===== src/rtl/jk_mod_counter.sv =====
// jk_mod_counter: modulo-N up/down counter built from JK stages with J/K steering
//   CLK   rising-edge clock        RESET async active-low clear
//   EN    count enable             UP    1 = up, 0 = down
//   LOAD  sync parallel load       D     load value
//   Q/Qinv count and complement    TC    terminal count (comb)
//   J/K   steering presented to the JK stages (debug)
module jk_mod_counter #(
  parameter int WIDTH   = 4,
  parameter int MODULUS = 10
) (
  input  logic             CLK,
  input  logic             RESET,
  input  logic             EN,
  input  logic             UP,
  input  logic             LOAD,
  input  logic [WIDTH-1:0] D,
  output logic [WIDTH-1:0] Q,
  output logic [WIDTH-1:0] Qinv,
  output logic             TC,
  output logic [WIDTH-1:0] J,
  output logic [WIDTH-1:0] K
);
  localparam logic [WIDTH-1:0] TOP = WIDTH'(MODULUS - 1);
  logic [WIDTH-1:0] q_q, q_d, tgt;
  // Any out-of-range state steers to 0 (up) or N-1 (down), so the count recovers in one edge.
  always_comb begin
    tgt = UP ? ((q_q >= TOP) ? '0 : q_q + 1'b1)
             : ((q_q == '0 || q_q > TOP) ? TOP : q_q - 1'b1);
    J = !RESET ? '0 : LOAD ? D  : EN ? q_q ^ tgt : '0;
    K = !RESET ? '0 : LOAD ? ~D : EN ? q_q ^ tgt : '0;
    TC = RESET & ~LOAD & EN & ((UP & (q_q == TOP)) | (~UP & (q_q == '0)));
  end
  for (genvar i = 0; i < WIDTH; i++) begin : g_stage
    assign q_d[i] = (J[i] & ~q_q[i]) | (~K[i] & q_q[i]);
  end
  always_ff @(posedge CLK or negedge RESET)
    if (!RESET) q_q <= '0;
    else        q_q <= q_d;
  assign Q    = q_q;
  assign Qinv = ~q_q;
endmodule


===== config.mk =====
export PLATFORM = sky130hd
export DESIGN_NAME = jk_mod_counter
export DESIGN_NICKNAME = d
export VERILOG_FILES = /design/src/rtl/jk_mod_counter.sv
export SDC_FILE = /design/constraint.sdc
export NUM_CORES = 1
export LEC_CHECK = 0
export ABC_AREA = 1
export CELL_PAD_IN_SITES_DETAIL_PLACEMENT = 1
export CELL_PAD_IN_SITES_GLOBAL_PLACEMENT = 2
export CORE_UTILIZATION = 21
export CTS_CLUSTER_SIZE = 10
export DETAILED_ROUTE_END_ITERATION = 8
export GPL_TIMING_DRIVEN = 0
export PLACE_DENSITY_LB_ADDON = 0.1
export SLEW_MARGIN = 20
export SYNTH_ARGS = -nofsm -noshare
export SYNTH_HDL_FRONTEND = slang
export SYNTH_SLANG_ARGS = --single-unit

===== constraint.sdc =====
create_clock -name CLK -period 4 [get_ports CLK]
set_input_delay 0.6 -clock CLK [delete_from_list [all_inputs] [get_ports CLK]]
set_output_delay 0.6 -clock CLK [all_outputs]
set_load 0.05 [all_outputs]

* After elaboration in Yosys (flattened, before gate mapping) *
Index checks and enable logic that the tools add are counted.

cells by class
  $add $sub $neg = 2
  multiply operators = 0
  div/mod/pow operators = 0
  magnitude comparators = 2
  equal/unequal tests = 1
  shift-type cells = 0
  mux-type cells = 8
  bitwise gates (word level) = 31
  reductions and logical operators = 2

operators by type and width
  kind                                                                number
  4-bit two-way mux                                                   8
  1-bit AND                                                           13
  1-bit inverter                                                      10
  4-bit inverter                                                      2
  1-bit OR                                                            5
  4-bit by 1-bit adder with 4-bit output, second input constant       1
  4-bit equality test, second input constant                          1
  4-bit greater-or-equal comparator, second input constant            1
  4-bit greater-than comparator, second input constant                1
  4-bit logical NOT                                                   1
  4-bit by 1-bit subtractor with 4-bit output, second input constant  1
  4-bit XOR                                                           1
  1-bit logical OR                                                    1

storage, ports and cells
  flip-flop bits (word level) = 4
  latch bits = 0
  bits in writable memories = 0
  memory bits (read-only) = 0
  bits of input ports = 9
  output and inout bits = 17
  logic and storage cells = 47
  memories kept = 0

* Logic depth before layout (Yosys ltp) *
  word-level depth = 11
  depth in mapped cells = 13
  gate-level depth less buffers = 13

* Worst setup path before layout *
Ideal clock, no wire load.

  path type = register to output
  from = register q_q[0] (netlist: Q[0])
  to = output J[0]
  arrival time = 2.689 ns
  data required time = 3.400 ns
  slack = 0.711 ns
  stages on the path, launching flop included = 10
  path buffers = 0
  cell sequence = dfrtp_1 > inv_1 > ha_1 > nand2_1 > nand2_1 > nand3_1 > nand3_1 > nand2_1 > nand2_1 > a21oi_1

on the way
  cells in the longest elaborated chain, start to end = 8
  elaborated cells between the ends (all ways) = 13
  classes of those cells = add/sub (2); order compare (2); mux (6); bitwise (1); reduce/logical (2)

RTL lines
  item                                                                       line  RTL
  start: declaration                                                         24    logic [WIDTH-1:0] q_q, q_d, tgt;
  start signal: assignment                                                   38    else q_q <= q_d;
  4-bit greater-than comparator / 4-bit logical NOT (equally long branches)  28    : ((q_q == '0 || q_q > TOP) ? TOP : q_q - 1'b1);
  1-bit logical OR                                                           28
  4-bit two-way mux                                                          28
  4-bit two-way mux                                                          27    tgt = UP ? ((q_q >= TOP) ? '0 : q_q + 1'b1)
  4-bit XOR *                                                                29    J = !RESET ? '0 : LOAD ? D : EN ? q_q ^ tgt : '0;
  4-bit two-way mux * (3 in series)                                          29
  end: declaration                                                           20    output logic [WIDTH-1:0] J,

Every way passes the cells marked *; elsewhere a longest branch is shown, timed or not.

* Worst setup path after layout *
  from = register q_q[0] (netlist: Q[0])
  to = output J[3]

on the way
  cells in the longest elaborated chain, start to end = 8
  elaborated cells between the ends (all ways) = 13
  classes of those cells = add/sub (2); order compare (2); mux (6); bitwise (1); reduce/logical (2)

RTL lines
  item                                                                       line
  4-bit greater-than comparator / 4-bit logical NOT (equally long branches)  28
  1-bit logical OR                                                           28
  4-bit two-way mux                                                          28
  4-bit two-way mux *                                                        27
  4-bit XOR *                                                                29
  4-bit two-way mux * (3 in series)                                          29

Marks and branches as above.

==> flow_summary.yaml <==
worst_setup_path:
  regToRegSetupSlack_ns: 2.14
  reg2regPathDepth: 13
  required_ns: 3.40
  worstPathMaxFanout: 6
  critPathArrivalTime_ns: 2.68
  crit_type: "register to primary output"
  cp-start-kind: "register"
  end_kind: "primary output"
  worstReg2RegStart: "Q[0]"
  reg2reg_to: "Q[2]"
drt:
  drc: 0
  first_pass_iters: 4
  drt-total-wl_mm: 1.67
  drt-initial-drc-count: 4
  via_per_inst: 4.63
  ant_nets: 0
  vias: 672
  routedWlPerCell_um: 11.5
timing:
  fmax_mhz: 304
  worst_clock_skew_ns: 0.00307
  finalMaxSlewViolations: 0
  relSlewSlack_pct: 66.4
  worst_pin_slew_ns: 0.503
  setup_violations: 0
  rsz0062_at_grt: "no"
  setup_tns_ns: 0
  finalCritPeriodShare_pct: 82.1
  final_hold_viol_count: 0
  period_minus_slack_ns: 3.28
die:
  initial_core_util_pct: 22.6
  die_h_um: 53.9
  core-area_sq_um: 2500
  dieWidth_um: 53.9
  num_rows: 18
  dieArea_sq_um: 2900
  io_pins: 26
cts:
  cts-root-buf: "clkbuf_4"
  cts_hold_buffers: 0
  postCtsSetupRepairBufs: 0
  cts_num_sinks: 4
  worstSkewPairLatency_ns: 0.23
  cts_buffers: 3
  clock_path_buffers: 2
  cts_resized: 0
  htreeDepth: 1
  clkTransAtPathRegs_ns: 0.04
  cts_tree: "done"
synth:
  netlist_area_sq_um: 566
  ys_seq_area_share_pct: 17.7
  syn-num-nets: 100
  synthArstFlopShare_pct: 100
  yosysTopAreaCellShare_pct: 19.2
  yosysMostFrequentCell: "nand2_1"
  syn_area_per_cell_sq_um: 6.43
  yosys_warnings: 0
  synth_common_cells: "nand2_1, inv_1, nand3_1"
  yosysTopAreaCell: "nand2_1"
  syn_inst: 88
  dominantRegCellSynth: "dfrtp_1"
  synth_edf_count: 0
  ys_ff_latch: 4
  netlist_top_cells_area: "nand2_1, dfrtp_1, nand3_2, inv_1, nand3_1"
  synth_cell_types: 20
flow_run:
  drv_cap: 0
grt:
  grt_use_total_pct: 13.1
  overflow: 0
  grt_pass1_wl_mm: 2.72
  grt_max_degree: 11
  grt_pass1_vias: 638
  antenna_found_initial: 0
place:
  numPortBuffers: 24
  dp.cells: 142
  place_hpwl_mm: 1.38
  finalWeightedCongestion: 0.727
finish:
  final_cells: 145
  multi_input_comb_area_sq_um: 387
  area_delta_synth_final_pct: 53.1
  antenna_cells: 0
  layout.area.seq_sq_um: 100
  largest_reg_flops: 4
  drive_above_1_share_pct: 17.4
  post-route-util_pct: 34.6
  fill_cells: 324
  nets: 129
worst_hold_path:
  min_path_cells: 2
  min-delay-start: "Q[1]"
  hp-class: "register to register"
  min_to: "Q[1]"
outcome:
  status: "finished, final reports clean"
pwr:
  leakagePower_uw: 0.000444
  peakVddDrop_uv: 337
  p_per_area_nw_per_um2: 708
## worst max-delay path by stage
stage,to,depth (start not counted),startpoint
floorplan,J[0],9,Q[0]
global placement,K[2],10,UP
detailed placement,K[2],10,UP
CTS,J[3],11,Q[0]
global route,J[3],11,Q[0]
finish,J[3],11,Q[0]
## worst max-delay path, stage by stage (launching register included)
cell and delay, ns:
dfrtp_1 0.45, inv_1 0.17, ha_1 0.27, nand2_2 0.09, nand2_1 0.08, nand2_2 0.09, nor2_2 0.05, o31ai_1 0.07
nand3_1 0.10, nand2_1 0.13, and3_1 0.16, clkdlybuf4s50_1 0.80
## layout by cell type, fill, tap and decap left out
cell,n
ha_1,3
inv_1,14
nor2_2,1
buf_6,2
nand3b_1,1
nand3_2,7
nand4_1,4
o2111ai_1,1
nand2_2,4
nand3_1,8
inv_2,1
clkbuf_4,3
o31ai_1,1
and3_1,1
nor2_1,2
a21oi_1,2
o211ai_2,1
o21ai_1,1
a21oi_2,1
dfrtp_1,4
nand2_1,29
clkdlybuf4s50_1,24
## where the power goes
part	internal [uW]	total, uW	leakage (uW)	switching, uW
combinational	154	470	0.000381	316
sequential	58.6	93.3	0.0000485	34.7
clock	33.5	49.6	0.0000138	16.1
## per-layer routing
metal	track usage [%]	vias up	routed length, um
met5	0	-	0
met3	4.52	2	83
met2	21.2	15	765
li1	-	341	-
met4	3.95	0	6
met1	16.1	314	816
## final cells by class
| class | count | area share [%] |
|---|---|---|
| multi-input combinational | 67 | 44.7 |
| timing repair buffer | 24 | 27.7 |
| sequential | 4 | 11.6 |
| inverter | 15 | 6.50 |
| tap | 30 | 4.34 |
| clock buffer | 3 | 2.60 |
| buffer | 2 | 2.60 |
## cells by family after synthesis
| group | share of synthesized area (%) |
|---|---|
| DFF | 17.7 |
| adders and majority gates | 6.64 |
| AOI/OAI and AO/OA | 9.29 |
| buffers and inverters | 13.9 |
| and+or+nand+nor | 52.4 |
## metrics by stage
step | setup WS, ns | hold WS [ns] | instance area [sq um] | power (uW)
3_5_place_dp | 0.724 | 0.563 | 843 | 568
4_1_cts | 0.673 | 0.573 | 866 | 622
6_report | 0.715 | 0.559 | 866 | 613
2_1_floorplan | 0.711 | 0.304 | 566 | 422
3_3_place_gp | 0.724 | 0.551 | 843 | 565
5_1_grt | 0.466 | 0.628 | 866 | 668
(Power assumes the default switching activity.)
